`config.mk`:
```
export PLATFORM = sky130hd
export DESIGN_NAME = mult_wb_sched_flat
export DESIGN_NICKNAME = d
export VERILOG_FILES = /design/src/rtl/mult_wb_sched_pkg.sv /design/src/rtl/mult_wb_sched_if.sv /design/src/rtl/mult_wb_fifo.sv /design/src/rtl/mult_wb_sched.sv /design/src/flat_wrapper.sv
export SDC_FILE = /design/constraint.sdc
export NUM_CORES = 1
export LEC_CHECK = 0
export CAP_MARGIN = 30
export CORE_AREA = 2 2 117 119
export CTS_CLUSTER_SIZE = 16
export DETAILED_ROUTE_END_ITERATION = 8
export DIE_AREA = 0 0 119 121
export PLACE_DENSITY = 0.89
export SKIP_CTS_REPAIR_TIMING = 1
export SLEW_MARGIN = 20
export SYNTH_ARGS = -nofsm -noshare
export SYNTH_HDL_FRONTEND = slang
export SYNTH_SLANG_ARGS = --single-unit
```
`constraint.sdc`:
```
create_clock -name clk -period 3.92 [get_ports clk]
set_input_delay 0.588 -clock clk [delete_from_list [all_inputs] [get_ports clk]]
set_output_delay 0.588 -clock clk [all_outputs]
set_load 0.01 [all_outputs]
```
`src/rtl/mult_wb_sched_pkg.sv`:
```
// Shared types and constants for the multiply issue / write-back scheduler.
package mult_wb_sched_pkg;

  // Result FIFO depth; also the number of multiplies with rd!=0 allowed in flight.
  localparam int MULT_WB_BUF_DEPTH = 2;

  // Pipeline stages inside the multiplier manager; a grant in cycle t
  // produces a result at the manager output in cycle t+1+MULT_PPL_STAGE.
  localparam int MULT_PPL_STAGE = 2;

  typedef logic [4:0]  reg_addr_t;
  typedef logic [31:0] reg_data_t;

  // One pending register-file write: 5-bit address above 32-bit data.
  typedef struct packed {
    reg_addr_t addr;
    reg_data_t data;
  } wb_entry_t;

  // Which source owns the single register-file write port this cycle.
  typedef enum logic [1:0] {
    SRC_NONE,
    SRC_WB,
    SRC_FIFO,
    SRC_BYPASS
  } port_src_e;

  // x0 is never tracked, never buffered and never counted against credits.
  function automatic logic is_real_reg(reg_addr_t a);
    return a != 5'd0;
  endfunction

endpackage

```
`src/rtl/mult_wb_sched_if.sv`:
```
// ID / multiplier / write-back / register-file signals of the scheduler.
interface mult_wb_sched_if;
  import mult_wb_sched_pkg::*;

  logic      id_valid_i;
  logic      id_mult_req_i;
  logic      id_rs1_used_i;
  logic      id_rs2_used_i;
  reg_addr_t id_rs1_addr_i;
  reg_addr_t id_rs2_addr_i;
  logic      id_wb_en_i;
  reg_addr_t id_rd_addr_i;
  logic      ex_hold_i;
  logic      stall_o;
  logic      mult_use_o;
  reg_addr_t mult_rd_addr_i;
  reg_data_t mult_rd_data_i;
  logic      wb_we_i;
  reg_addr_t wb_addr_i;
  reg_data_t wb_data_i;
  logic      rf_we_o;
  reg_addr_t rf_waddr_o;
  reg_data_t rf_wdata_o;
  logic [31:0] pend_flags_o;

  // Pipeline side: drives ID, manager and write-back, observes grants and the port.
  modport master (
    output id_valid_i, id_mult_req_i, id_rs1_used_i, id_rs2_used_i,
    output id_rs1_addr_i, id_rs2_addr_i, id_wb_en_i, id_rd_addr_i, ex_hold_i,
    output mult_rd_addr_i, mult_rd_data_i, wb_we_i, wb_addr_i, wb_data_i,
    input  stall_o, mult_use_o, rf_we_o, rf_waddr_o, rf_wdata_o, pend_flags_o
  );

  // Scheduler side.
  modport slave (
    input  id_valid_i, id_mult_req_i, id_rs1_used_i, id_rs2_used_i,
    input  id_rs1_addr_i, id_rs2_addr_i, id_wb_en_i, id_rd_addr_i, ex_hold_i,
    input  mult_rd_addr_i, mult_rd_data_i, wb_we_i, wb_addr_i, wb_data_i,
    output stall_o, mult_use_o, rf_we_o, rf_waddr_o, rf_wdata_o, pend_flags_o
  );

endinterface

```
`src/rtl/mult_wb_fifo.sv`:
```
// Small synchronous FIFO holding multiplier results that lost the write port.
// Pointers carry an index plus a wrap bit so full and empty are distinguishable.
module mult_wb_fifo
  import mult_wb_sched_pkg::*;
#(
  parameter int DEPTH = MULT_WB_BUF_DEPTH
) (
  input  logic      clk,
  input  logic      rst,
  input  logic      push_i,
  input  wb_entry_t push_data_i,
  input  logic      pop_i,
  output wb_entry_t head_o,
  output logic      full_o,
  output logic      empty_o
);

  localparam int IDX_W = (DEPTH > 1) ? $clog2(DEPTH) : 1;
  localparam logic [IDX_W-1:0] LAST_IDX = IDX_W'(DEPTH - 1);

  wb_entry_t        mem_q [DEPTH];
  wb_entry_t        mem_d [DEPTH];
  logic [IDX_W-1:0] wr_idx_q, wr_idx_d;
  logic [IDX_W-1:0] rd_idx_q, rd_idx_d;
  logic             wr_wrap_q, wr_wrap_d;
  logic             rd_wrap_q, rd_wrap_d;

  // Status flags and head entry straight from the registered pointers.
  always_comb begin
    empty_o = (wr_idx_q == rd_idx_q) && (wr_wrap_q == rd_wrap_q);
    full_o  = (wr_idx_q == rd_idx_q) && (wr_wrap_q != rd_wrap_q);
    head_o  = mem_q[rd_idx_q];
  end

  // Next storage and pointers; push and pop are independent, so both may happen at once.
  always_comb begin
    mem_d     = mem_q;
    wr_idx_d  = wr_idx_q;
    wr_wrap_d = wr_wrap_q;
    rd_idx_d  = rd_idx_q;
    rd_wrap_d = rd_wrap_q;
    if (push_i) begin
      mem_d[wr_idx_q] = push_data_i;
      if (wr_idx_q == LAST_IDX) begin
        wr_idx_d  = '0;
        wr_wrap_d = ~wr_wrap_q;
      end else begin
        wr_idx_d = wr_idx_q + IDX_W'(1);
      end
    end
    if (pop_i) begin
      if (rd_idx_q == LAST_IDX) begin
        rd_idx_d  = '0;
        rd_wrap_d = ~rd_wrap_q;
      end else begin
        rd_idx_d = rd_idx_q + IDX_W'(1);
      end
    end
  end

  // Register storage and pointers; reset empties the queue.
  always_ff @(posedge clk) begin
    if (rst) begin
      for (int i = 0; i < DEPTH; i++) mem_q[i] <= '0;
      wr_idx_q  <= '0;
      wr_wrap_q <= 1'b0;
      rd_idx_q  <= '0;
      rd_wrap_q <= 1'b0;
    end else begin
      mem_q     <= mem_d;
      wr_idx_q  <= wr_idx_d;
      wr_wrap_q <= wr_wrap_d;
      rd_idx_q  <= rd_idx_d;
      rd_wrap_q <= rd_wrap_d;
    end
  end

  // The issue credits upstream make a push into a full queue (without a pop) impossible.
  assert property (@(posedge clk) disable iff (rst) !(push_i && full_o && !pop_i));

endmodule

```
`src/rtl/mult_wb_sched.sv`:
```
// Multiply issue and write-back scheduler: scoreboard of outstanding multiply
// destinations, issue credits bounding results in flight, RAW/WAW/credit stall,
// and arbitration of the single register-file write port.
module mult_wb_sched
  import mult_wb_sched_pkg::*;
#(
  parameter int BUF_DEPTH = MULT_WB_BUF_DEPTH
) (
  input logic           clk,
  input logic           rst,
  mult_wb_sched_if.slave bus
);

  localparam int CNT_W = $clog2(BUF_DEPTH + 1);
  localparam logic [CNT_W-1:0] CNT_MAX = CNT_W'(BUF_DEPTH);

  logic [31:0]      pend_q, pend_d;
  logic [CNT_W-1:0] outst_q, outst_d;

  logic       fifo_push, fifo_pop, fifo_full, fifo_empty;
  wb_entry_t  fifo_head, arrival;
  logic       arr_valid;
  logic       hazard, credit_stall, stall, grant, grant_rd;
  logic       mult_commit;
  reg_addr_t  commit_addr;
  port_src_e  port_src;

  assign arrival   = {bus.mult_rd_addr_i, bus.mult_rd_data_i};
  assign arr_valid = is_real_reg(bus.mult_rd_addr_i);

  mult_wb_fifo #(
    .DEPTH(BUF_DEPTH)
  ) u_fifo (
    .clk        (clk),
    .rst        (rst),
    .push_i     (fifo_push),
    .push_data_i(arrival),
    .pop_i      (fifo_pop),
    .head_o     (fifo_head),
    .full_o     (fifo_full),
    .empty_o    (fifo_empty)
  );

  // Hazard and credit stalls, and the resulting multiply grant at ID.
  always_comb begin
    hazard = bus.id_valid_i &
             ((bus.id_rs1_used_i & pend_q[bus.id_rs1_addr_i]) |
              (bus.id_rs2_used_i & pend_q[bus.id_rs2_addr_i]) |
              (bus.id_wb_en_i    & pend_q[bus.id_rd_addr_i]));
    credit_stall = bus.id_valid_i & bus.id_mult_req_i &
                   is_real_reg(bus.id_rd_addr_i) & (outst_q == CNT_MAX);
    stall    = hazard | credit_stall;
    grant    = bus.id_valid_i & bus.id_mult_req_i & ~stall & ~bus.ex_hold_i;
    grant_rd = grant & is_real_reg(bus.id_rd_addr_i);
  end

  // Write-port owner: main write-back first, then the oldest buffered result, then a bypass.
  always_comb begin
    port_src = SRC_NONE;
    if (bus.wb_we_i) begin
      port_src = SRC_WB;
    end else if (!fifo_empty) begin
      port_src = SRC_FIFO;
    end else if (arr_valid) begin
      port_src = SRC_BYPASS;
    end
    fifo_pop    = (port_src == SRC_FIFO);
    fifo_push   = arr_valid & (~fifo_empty | bus.wb_we_i);
    mult_commit = (port_src == SRC_FIFO) | (port_src == SRC_BYPASS);
    commit_addr = fifo_pop ? fifo_head.addr : arrival.addr;
  end

  // Register-file port mux and status outputs.
  always_comb begin
    bus.rf_we_o    = 1'b0;
    bus.rf_waddr_o = '0;
    bus.rf_wdata_o = '0;
    case (port_src)
      SRC_WB: begin
        bus.rf_we_o    = 1'b1;
        bus.rf_waddr_o = bus.wb_addr_i;
        bus.rf_wdata_o = bus.wb_data_i;
      end
      SRC_FIFO: begin
        bus.rf_we_o    = 1'b1;
        bus.rf_waddr_o = fifo_head.addr;
        bus.rf_wdata_o = fifo_head.data;
      end
      SRC_BYPASS: begin
        bus.rf_we_o    = 1'b1;
        bus.rf_waddr_o = arrival.addr;
        bus.rf_wdata_o = arrival.data;
      end
      default: begin
        bus.rf_we_o = 1'b0;
      end
    endcase
    bus.stall_o      = stall;
    bus.mult_use_o   = grant;
    bus.pend_flags_o = pend_q;
  end

  // Scoreboard and credit update; grant and commit never share an rd thanks to the WAW stall.
  always_comb begin
    pend_d = pend_q;
    if (mult_commit) pend_d[commit_addr] = 1'b0;
    if (grant_rd) pend_d[bus.id_rd_addr_i] = 1'b1;
    pend_d[0] = 1'b0;
    outst_d = outst_q;
    case ({grant_rd, mult_commit})
      2'b10:   outst_d = outst_q + CNT_W'(1);
      2'b01:   outst_d = outst_q - CNT_W'(1);
      default: outst_d = outst_q;
    endcase
  end

  // Scoreboard and credit registers; reset forgets every outstanding multiply.
  always_ff @(posedge clk) begin
    if (rst) begin
      pend_q  <= '0;
      outst_q <= '0;
    end else begin
      pend_q  <= pend_d;
      outst_q <= outst_d;
    end
  end

endmodule

```
`src/flat_wrapper.sv`:
```
// flat-port wrapper written by rule: the top's interface ports become plain ports
module mult_wb_sched_flat import mult_wb_sched_pkg::*;
#(
  parameter int BUF_DEPTH = MULT_WB_BUF_DEPTH
)
  (clk, rst, bus_id_valid_i, bus_id_mult_req_i, bus_id_rs1_used_i, bus_id_rs2_used_i, bus_id_rs1_addr_i, bus_id_rs2_addr_i, bus_id_wb_en_i, bus_id_rd_addr_i, bus_ex_hold_i, bus_mult_rd_addr_i, bus_mult_rd_data_i, bus_wb_we_i, bus_wb_addr_i, bus_wb_data_i, bus_stall_o, bus_mult_use_o, bus_rf_we_o, bus_rf_waddr_o, bus_rf_wdata_o, bus_pend_flags_o);
  mult_wb_sched_if bus_i ();
  input logic clk;
  input logic rst;
  input wire logic [$bits(bus_i.id_valid_i)-1:0] bus_id_valid_i;
  input wire logic [$bits(bus_i.id_mult_req_i)-1:0] bus_id_mult_req_i;
  input wire logic [$bits(bus_i.id_rs1_used_i)-1:0] bus_id_rs1_used_i;
  input wire logic [$bits(bus_i.id_rs2_used_i)-1:0] bus_id_rs2_used_i;
  input wire logic [$bits(bus_i.id_rs1_addr_i)-1:0] bus_id_rs1_addr_i;
  input wire logic [$bits(bus_i.id_rs2_addr_i)-1:0] bus_id_rs2_addr_i;
  input wire logic [$bits(bus_i.id_wb_en_i)-1:0] bus_id_wb_en_i;
  input wire logic [$bits(bus_i.id_rd_addr_i)-1:0] bus_id_rd_addr_i;
  input wire logic [$bits(bus_i.ex_hold_i)-1:0] bus_ex_hold_i;
  input wire logic [$bits(bus_i.mult_rd_addr_i)-1:0] bus_mult_rd_addr_i;
  input wire logic [$bits(bus_i.mult_rd_data_i)-1:0] bus_mult_rd_data_i;
  input wire logic [$bits(bus_i.wb_we_i)-1:0] bus_wb_we_i;
  input wire logic [$bits(bus_i.wb_addr_i)-1:0] bus_wb_addr_i;
  input wire logic [$bits(bus_i.wb_data_i)-1:0] bus_wb_data_i;
  output wire logic [$bits(bus_i.stall_o)-1:0] bus_stall_o;
  output wire logic [$bits(bus_i.mult_use_o)-1:0] bus_mult_use_o;
  output wire logic [$bits(bus_i.rf_we_o)-1:0] bus_rf_we_o;
  output wire logic [$bits(bus_i.rf_waddr_o)-1:0] bus_rf_waddr_o;
  output wire logic [$bits(bus_i.rf_wdata_o)-1:0] bus_rf_wdata_o;
  output wire logic [$bits(bus_i.pend_flags_o)-1:0] bus_pend_flags_o;
  assign bus_i.id_valid_i = bus_id_valid_i;
  assign bus_i.id_mult_req_i = bus_id_mult_req_i;
  assign bus_i.id_rs1_used_i = bus_id_rs1_used_i;
  assign bus_i.id_rs2_used_i = bus_id_rs2_used_i;
  assign bus_i.id_rs1_addr_i = bus_id_rs1_addr_i;
  assign bus_i.id_rs2_addr_i = bus_id_rs2_addr_i;
  assign bus_i.id_wb_en_i = bus_id_wb_en_i;
  assign bus_i.id_rd_addr_i = bus_id_rd_addr_i;
  assign bus_i.ex_hold_i = bus_ex_hold_i;
  assign bus_i.mult_rd_addr_i = bus_mult_rd_addr_i;
  assign bus_i.mult_rd_data_i = bus_mult_rd_data_i;
  assign bus_i.wb_we_i = bus_wb_we_i;
  assign bus_i.wb_addr_i = bus_wb_addr_i;
  assign bus_i.wb_data_i = bus_wb_data_i;
  assign bus_stall_o = bus_i.stall_o;
  assign bus_mult_use_o = bus_i.mult_use_o;
  assign bus_rf_we_o = bus_i.rf_we_o;
  assign bus_rf_waddr_o = bus_i.rf_waddr_o;
  assign bus_rf_wdata_o = bus_i.rf_wdata_o;
  assign bus_pend_flags_o = bus_i.pend_flags_o;
  mult_wb_sched #(.BUF_DEPTH(BUF_DEPTH)) u_core (.clk(clk), .rst(rst), .bus(bus_i));
endmodule
```
; Yosys cells after proc, flatten, opt, wreduce, memory -nomap -nowiden
; Index checks and enable logic that the tools add are counted.
[totals]
reg_bits = 112
latch_bits = 0
ram_bits = 0
rom_bits = 0
inputBits = 98
output_inout_bits = 72
wordCells = 96
memories = 0
[classes]
n_addsub = 4
n_mul = 0
n_div = 0
magnitude_cmp = 9
n_eq_ne = 8
shift = 0
n_mux = 28
bitwise_logic = 26
reduce_logical = 10
[ops]
columns = cell, count
row1 = 2-to-1 mux 37 bit, 4
row2 = case mux 32 bit (3 select lines), 1
row3 = bitwise mux 74 bit, 1
row4 = 2-to-1 mux 32 bit, 2
row5 = demux 37 bit (select 1 bit), 1
row6 = bitwise AND 32 bit, 1
row7 = NOT 32 bit, 1
row8 = OR 32 bit, 1
row9 = < comparator 5 x 6 -> 1 bit (second input constant), 4
row10 = binary-select mux 1 bit (select 5 bit), 3
row11 = case mux 5 bit (3 select lines), 1
row12 = bitwise AND 1 bit, 11
row13 = demux 1 bit (select 5 bit), 2
row14 = >= comparator 5 x 1 -> 1 bit (second input constant), 2
row15 = nonzero test 5 bit, 2
row16 = == test 2 bit (second input constant), 4
row17 = 2-to-1 mux 1 bit, 8
row18 = 2-to-1 mux 2 bit, 3
row19 = 2-to-1 mux 5 bit, 1
row20 = NOT 1 bit, 5
row21 = OR 1 bit, 5
row22 = == test 2 x 1 -> 1 bit (second input constant), 2
row23 = >= comparator 2 bit (second input constant), 2
row24 = logical AND 1 bit, 4
row25 = other kinds (10), 14

; Longest topological paths before layout
[depth]
word_depth = 15
mapped_depth = 12
mapped_depth_nobuf = 10

; Hierarchy
; From an unflattened synthesis, not the netlist that was laid out.
[hier_totals]
hier_cells = 869
hier_area_um2 = 7363.3
[by_module_without_submodules]
columns = module, n_inst, cells_each, area_per_inst_um2, seq_area_each_um2
row1 = mult_wb_fifo, 1, 344, 3691.0, 1561.5
row2 = mult_wb_sched, 1, 525, 3672.3, 660.6

; Least setup slack after synthesis
; OpenSTA, ideal clock, no wires.
[synth_timing]
path_kind = in2reg
from = in bus_id_rd_addr_i[1]
to = reg u_core.outst_q[1]
setup_ns = 0.070
t_arrival_ns = 3.242
t_required_ns = 3.850
path_slack_ns = 0.608
path_stages = 10
n_path_buf = 1
path_cell_list = buf_2 -> mux2i_1 -> nor3b_1 -> or4_1 -> o41ai_1 -> nand3_2 -> or3_1 -> ha_1 -> or3_1 -> a21oi_1
[synth_between]
elab_chain_len = 12
word_cells_on_any_way = 17
classes_between = eq/ne: 2 / mux: 3 / bitwise: 10 / reduce/logical: 2
[synth_lines]
columns = element, line
row1 = start: declaration, flat_wrapper.sv:17  ; input wire logic [$bits(bus_i.id_rd_addr_i)-1:0] bus_id_rd_addr_i;
row2 = binary-select mux 1 bit (select 5 bit), mult_wb_sched.sv:49  ; (bus.id_wb_en_i & pend_q[bus.id_rd_addr_i]));
row3 = 2-to-1 mux 1 bit (implied by the code), mult_wb_sched.sv:49
row4 = bitwise AND 1 bit, mult_wb_sched.sv:49
row5 = OR 1 bit, mult_wb_sched.sv:48  ; (bus.id_rs2_used_i & pend_q[bus.id_rs2_addr_i]) |
row6 = bitwise AND 1 bit, mult_wb_sched.sv:46  ; hazard = bus.id_valid_i &
row7 = OR 1 bit, mult_wb_sched.sv:52  ; stall = hazard | credit_stall;
row8 = NOT 1 bit, mult_wb_sched.sv:53  ; grant = bus.id_valid_i & bus.id_mult_req_i & ~stall & ~bus.ex_hold_i;
row9 = bitwise AND 1 bit (2 in a row), mult_wb_sched.sv:53
row10 = bitwise AND 1 bit (*), mult_wb_sched.sv:54  ; grant_rd = grant & is_real_reg(bus.id_rd_addr_i);
row11 = == test 2 x 1 -> 1 bit / == test 2 bit (equally long branches), mult_wb_sched.sv:110  ; case ({grant_rd, mult_commit})
row12 = case mux 2 bit (2 select lines) / nonzero test 2 bit (equally long branches), --
row13 = end signal: assignment, mult_wb_sched.sv:124  ; outst_q <= outst_d;
row14 = end: declaration, mult_wb_sched.sv:18  ; logic [CNT_W-1:0] outst_q, outst_d;
; Every way passes the cells marked *; elsewhere a longest branch is shown, timed or not. The select of a mux whose other input is x is not followed.
; A chain may end at the register's enable or synchronous reset.

; Worst setup path after layout
[layout_timing]
from = in bus_id_rs2_addr_i[1]
to = out bus_stall_o
[layout_between]
elab_chain_len = 7
[layout_lines]
columns = element, line
row1 = start: declaration, flat_wrapper.sv:15  ; input wire logic [$bits(bus_i.id_rs2_addr_i)-1:0] bus_id_rs2_addr_i;
row2 = binary-select mux 1 bit (select 5 bit), mult_wb_sched.sv:48
row3 = 2-to-1 mux 1 bit (implied by the code), mult_wb_sched.sv:48
row4 = bitwise AND 1 bit, mult_wb_sched.sv:48
row5 = OR 1 bit, mult_wb_sched.sv:47  ; ((bus.id_rs1_used_i & pend_q[bus.id_rs1_addr_i]) |
row6 = OR 1 bit, mult_wb_sched.sv:48
row7 = bitwise AND 1 bit, mult_wb_sched.sv:46
row8 = OR 1 bit, mult_wb_sched.sv:52
row9 = end: declaration, flat_wrapper.sv:24  ; output wire logic [$bits(bus_i.stall_o)-1:0] bus_stall_o;
; Every way passes these cells. The select of a mux whose other input is x is not followed.

==> impl_metrics.ini <==
[outcome]
outcome = complete, no violations

[synth]
ys.flop_type = dfxtp_1
ys_warn_count = 0
seq_area_frac_synth_pct = 34.3
avgSynthCellArea_um2 = 8.17
synth_seq_cells = 111
synthDistinctLibCells = 48
async_reset_ff_share_pct = 0
syn_area_um2 = 6480
synth_edf_count = 0
syn_inst = 793
postSynthNetCount = 892

[critical_path]
cp_data_required_time_ns = 3.33
cp-end-kind = output port
r2r_cells = 10
path_class = in -> out
worst-r2r-setup-slack_ns = 0.79
rr_endpoint = u_core.outst_q[1]
critPathArrivalTime_ns = 3.13
path_max_fanout = 7
worst_r2r_startpoint = u_core.bus.pend_flags_o[11]
start_kind = input pin

[timing]
fin_hold_ws_ns = 0.453
clock_skew_ns = 0.0131
worst_slew_pin_slew_ns = 0.966
setup_viol = 0
timing.final.crit_share_pct = 94.7
fin_crit_ns = 3.71
slew_viol_final = 0
fmax_ghz = 0.269
hold_viol_final = 0
rsz0062_at_grt = false
max_slew_margin_pct = 35.6

[drt]
wl_mm = 20.4
route.met3.wl_mm = 1.68
post-route-drc-count = 0
dr.first_iter.drc_count = 610
routed.top_layer = met4
drt_pass1_iterations = 5
wl_met2_mm = 9.94
wl_per_cell_um = 18.1
ant_nets = 0
drt-met1-wl_mm = 8.22
via_per_inst = 6.05
vias = 6804

[worst_hold_path]
hp-class = reg -> reg
hold_depth = 2
hold_end = u_core.u_fifo.mem_q[1]
holdCritStartpoint = u_core.u_fifo.mem_q[1]

[global_route]
grt_pass1_wl_mm = 32.4
grt_pass1_vias = 6398
grt_max_degree = 68
grt_usage_pct = 27.9
antenna_found_initial = 0
grt_remaining_overflow = 0

[die]
initial_core_util_pct = 49.5
die_h_um = 121
coreArea_um2 = 13100
pin_count = 170
die_area_um2 = 14400
die_x_um = 119
row_count = 42

[place]
portBuffers = 168
dp_hpwl_mm = 14.1
place_congestion = 0.942

[clock_network]
clockBufferDepth = 2
cts-root-buf = clkbuf_16
clkSlewWorstSetupHoldPaths_ns = 0.07
cts_buffers = 9
cts_htree_levels = 3
cts_tree = built
cts_sinks = 111
clock_latency_ns = 0.36

[job]
cap_violations = 0

[finish]
area_delta_synth_final_pct = 34.9
n_antenna_cell = 0
final_nets = 1044
finalCoreUtilization_pct = 66.8
drive_gt1_share_pct = 13.5

[power_and_ir_drop]
irDropWorstVdd_v = 0.000404
p_per_area_nw_per_um2 = 533
power_leakage_nw = 3.36
-- how the worst max path moves through the flow --
stage / startpoint / end / slack [ns] / cells after the start
after floorplan: bus_id_rd_addr_i[1] / u_core.outst_q[1] / 0.61 / 10
after global placement: bus_id_rd_addr_i[1] / bus_stall_o / -0.04 / 11
after detailed placement: bus_id_rs2_addr_i[1] / u_core.outst_q[1] / -0.09 / 12
after CTS: bus_id_rs2_addr_i[1] / bus_stall_o / -0.09 / 10
after global routing: bus_id_rd_addr_i[1] / bus_stall_o / 0.14 / 11
final: bus_id_rs2_addr_i[1] / bus_stall_o / 0.21 / 10
-- metrics by stage --
stage / cell area [um2] / worst slack [ns] / total power [mW] / TNS, ns / cells
CTS: 8700 / -0.0884 / 4.60 / -0.327 / 1124
floorplan: 6480 / 0.608 / 2.86 / 0 / 793
detailed placement: 8410 / -0.0919 / 3.67 / -0.222 / 1109
global placement: 8380 / -0.0389 / 3.62 / -0.0703 / 1108
global route: 8740 / 0.141 / 4.91 / 0 / 1125
finish: 8740 / 0.207 / 4.66 / 0 / 1125
-- worst max-delay path, cell delays in order --
cell and delay, ns:
clkdlybuf4s50_1 0.51, buf_12 0.14, mux4_1 0.55, mux4_2 0.47, nand2b_4 0.15, nand4_2 0.10, nand3_2 0.11, buf_4 0.18
o21a_1 0.17, dlymetal6s2s_1 0.16
-- synthesized netlist by cell type, types with 2 or more instances --
library cell	instances	area, um2
xnor2_1	5	43.8
buf_1	4	15.0
a21oi_1	109	546
o41ai_1	32	280
clkbuf_1	53	199
nand2_1	164	616
inv_1	36	135
mux4_2	12	270
nand3_1	14	70.1
nand4_1	2	12.5
nor3b_1	3	22.5
mux4_1	6	158
xor2_1	2	17.5
nor2b_1	38	238
nand2b_1	3	18.8
nor3_1	7	35.0
nor2_1	12	45.0
mux2i_1	18	180
a21o_1	2	15.0
mux2_2	42	473
buf_2	4	20.0
a221oi_1	34	298
or3_1	7	43.8
buf_6	5	56.3
nand3b_1	6	45.0
or3b_2	2	17.5
o21ai_0	37	185
buf_4	2	15.0
and2_1	3	18.8
dfxtp_1	111	2220
-- flip-flops by register name, indices dropped and copies added, names as in the netlist --
signal                   flops
u_core.u_fifo.mem_q         74
u_core.bus.pend_flags_o     31
u_core.outst_q               2
u_core.u_fifo.rd_idx_q       1
u_core.u_fifo.rd_wrap_q      1
u_core.u_fifo.wr_idx_q       1
u_core.u_fifo.wr_wrap_q      1
-- layout by cell type, fill, tap and decap left out, types with 2 or more instances in the layout --
cell | synthesis | routed
xor2_1 | 2 | 2
nor2b_1 | 38 | 38
mux2i_1 | 18 | 18
mux4_2 | 12 | 12
nor2_2 | 0 | 4
dlymetal6s2s_1 | 0 | 2
o21ai_0 | 37 | 37
o41ai_1 | 32 | 31
clkinv_4 | 0 | 3
nand2b_1 | 3 | 3
clkbuf_16 | 0 | 9
dfxtp_1 | 111 | 110
nand3_1 | 14 | 14
clkdlybuf4s50_1 | 0 | 164
nand3b_1 | 6 | 6
nor3b_1 | 3 | 3
mux4_1 | 6 | 6
nor2_1 | 12 | 8
or3b_2 | 2 | 2
and2_1 | 3 | 3
buf_4 | 2 | 39
mux2_2 | 42 | 42
nor3_1 | 7 | 6
nand4_1 | 2 | 2
a21o_1 | 2 | 2
a221oi_1 | 34 | 34
xnor2_1 | 5 | 5
a21oi_1 | 109 | 109
nand2_1 | 164 | 164
inv_1 | 36 | 36
or3_1 | 7 | 7
-- routing by layer --
layer  vias to the layer above  GRT usage [%]
met2                       387           47.3
met1                      3225           35.3
met4                         0           11.0
met5                         -              0
met3                        43           5.03
li1                       3149              -
-- cell families after synthesis --
family | after synthesis | share of synthesized area, %
muxes | 78 | 16.7
AOI/OAI and AO/OA | 223 | 21.7
and+or+nand+nor | 268 | 19.3
DFF | 111 | 34.3
xor gates and xnor gates | 7 | 0.947
adders and majority gates | 1 | 0.193
buffers and inverters | 104 | 6.80
other | 1 | 0.0579
-- area by class of cell --
type | count | area [um2]
clock inverter | 6 | 70.1
inverter | 36 | 135
fill | 1014 | 4350
sequential | 111 | 2220
tap | 176 | 220
clock buffer | 9 | 225
timing repair buffer | 209 | 2030
multi-input combinational | 578 | 3840
-- report_power, final --
group | switching, mW | total, mW | internal, mW
clock | 0.430 | 0.927 | 0.497
combinational | 1.33 | 2.27 | 0.940
sequential | 0.115 | 1.46 | 1.35
total | 1.87 | 4.66 | 2.78
No activity file was read; power rests on OpenSTA's default activity.
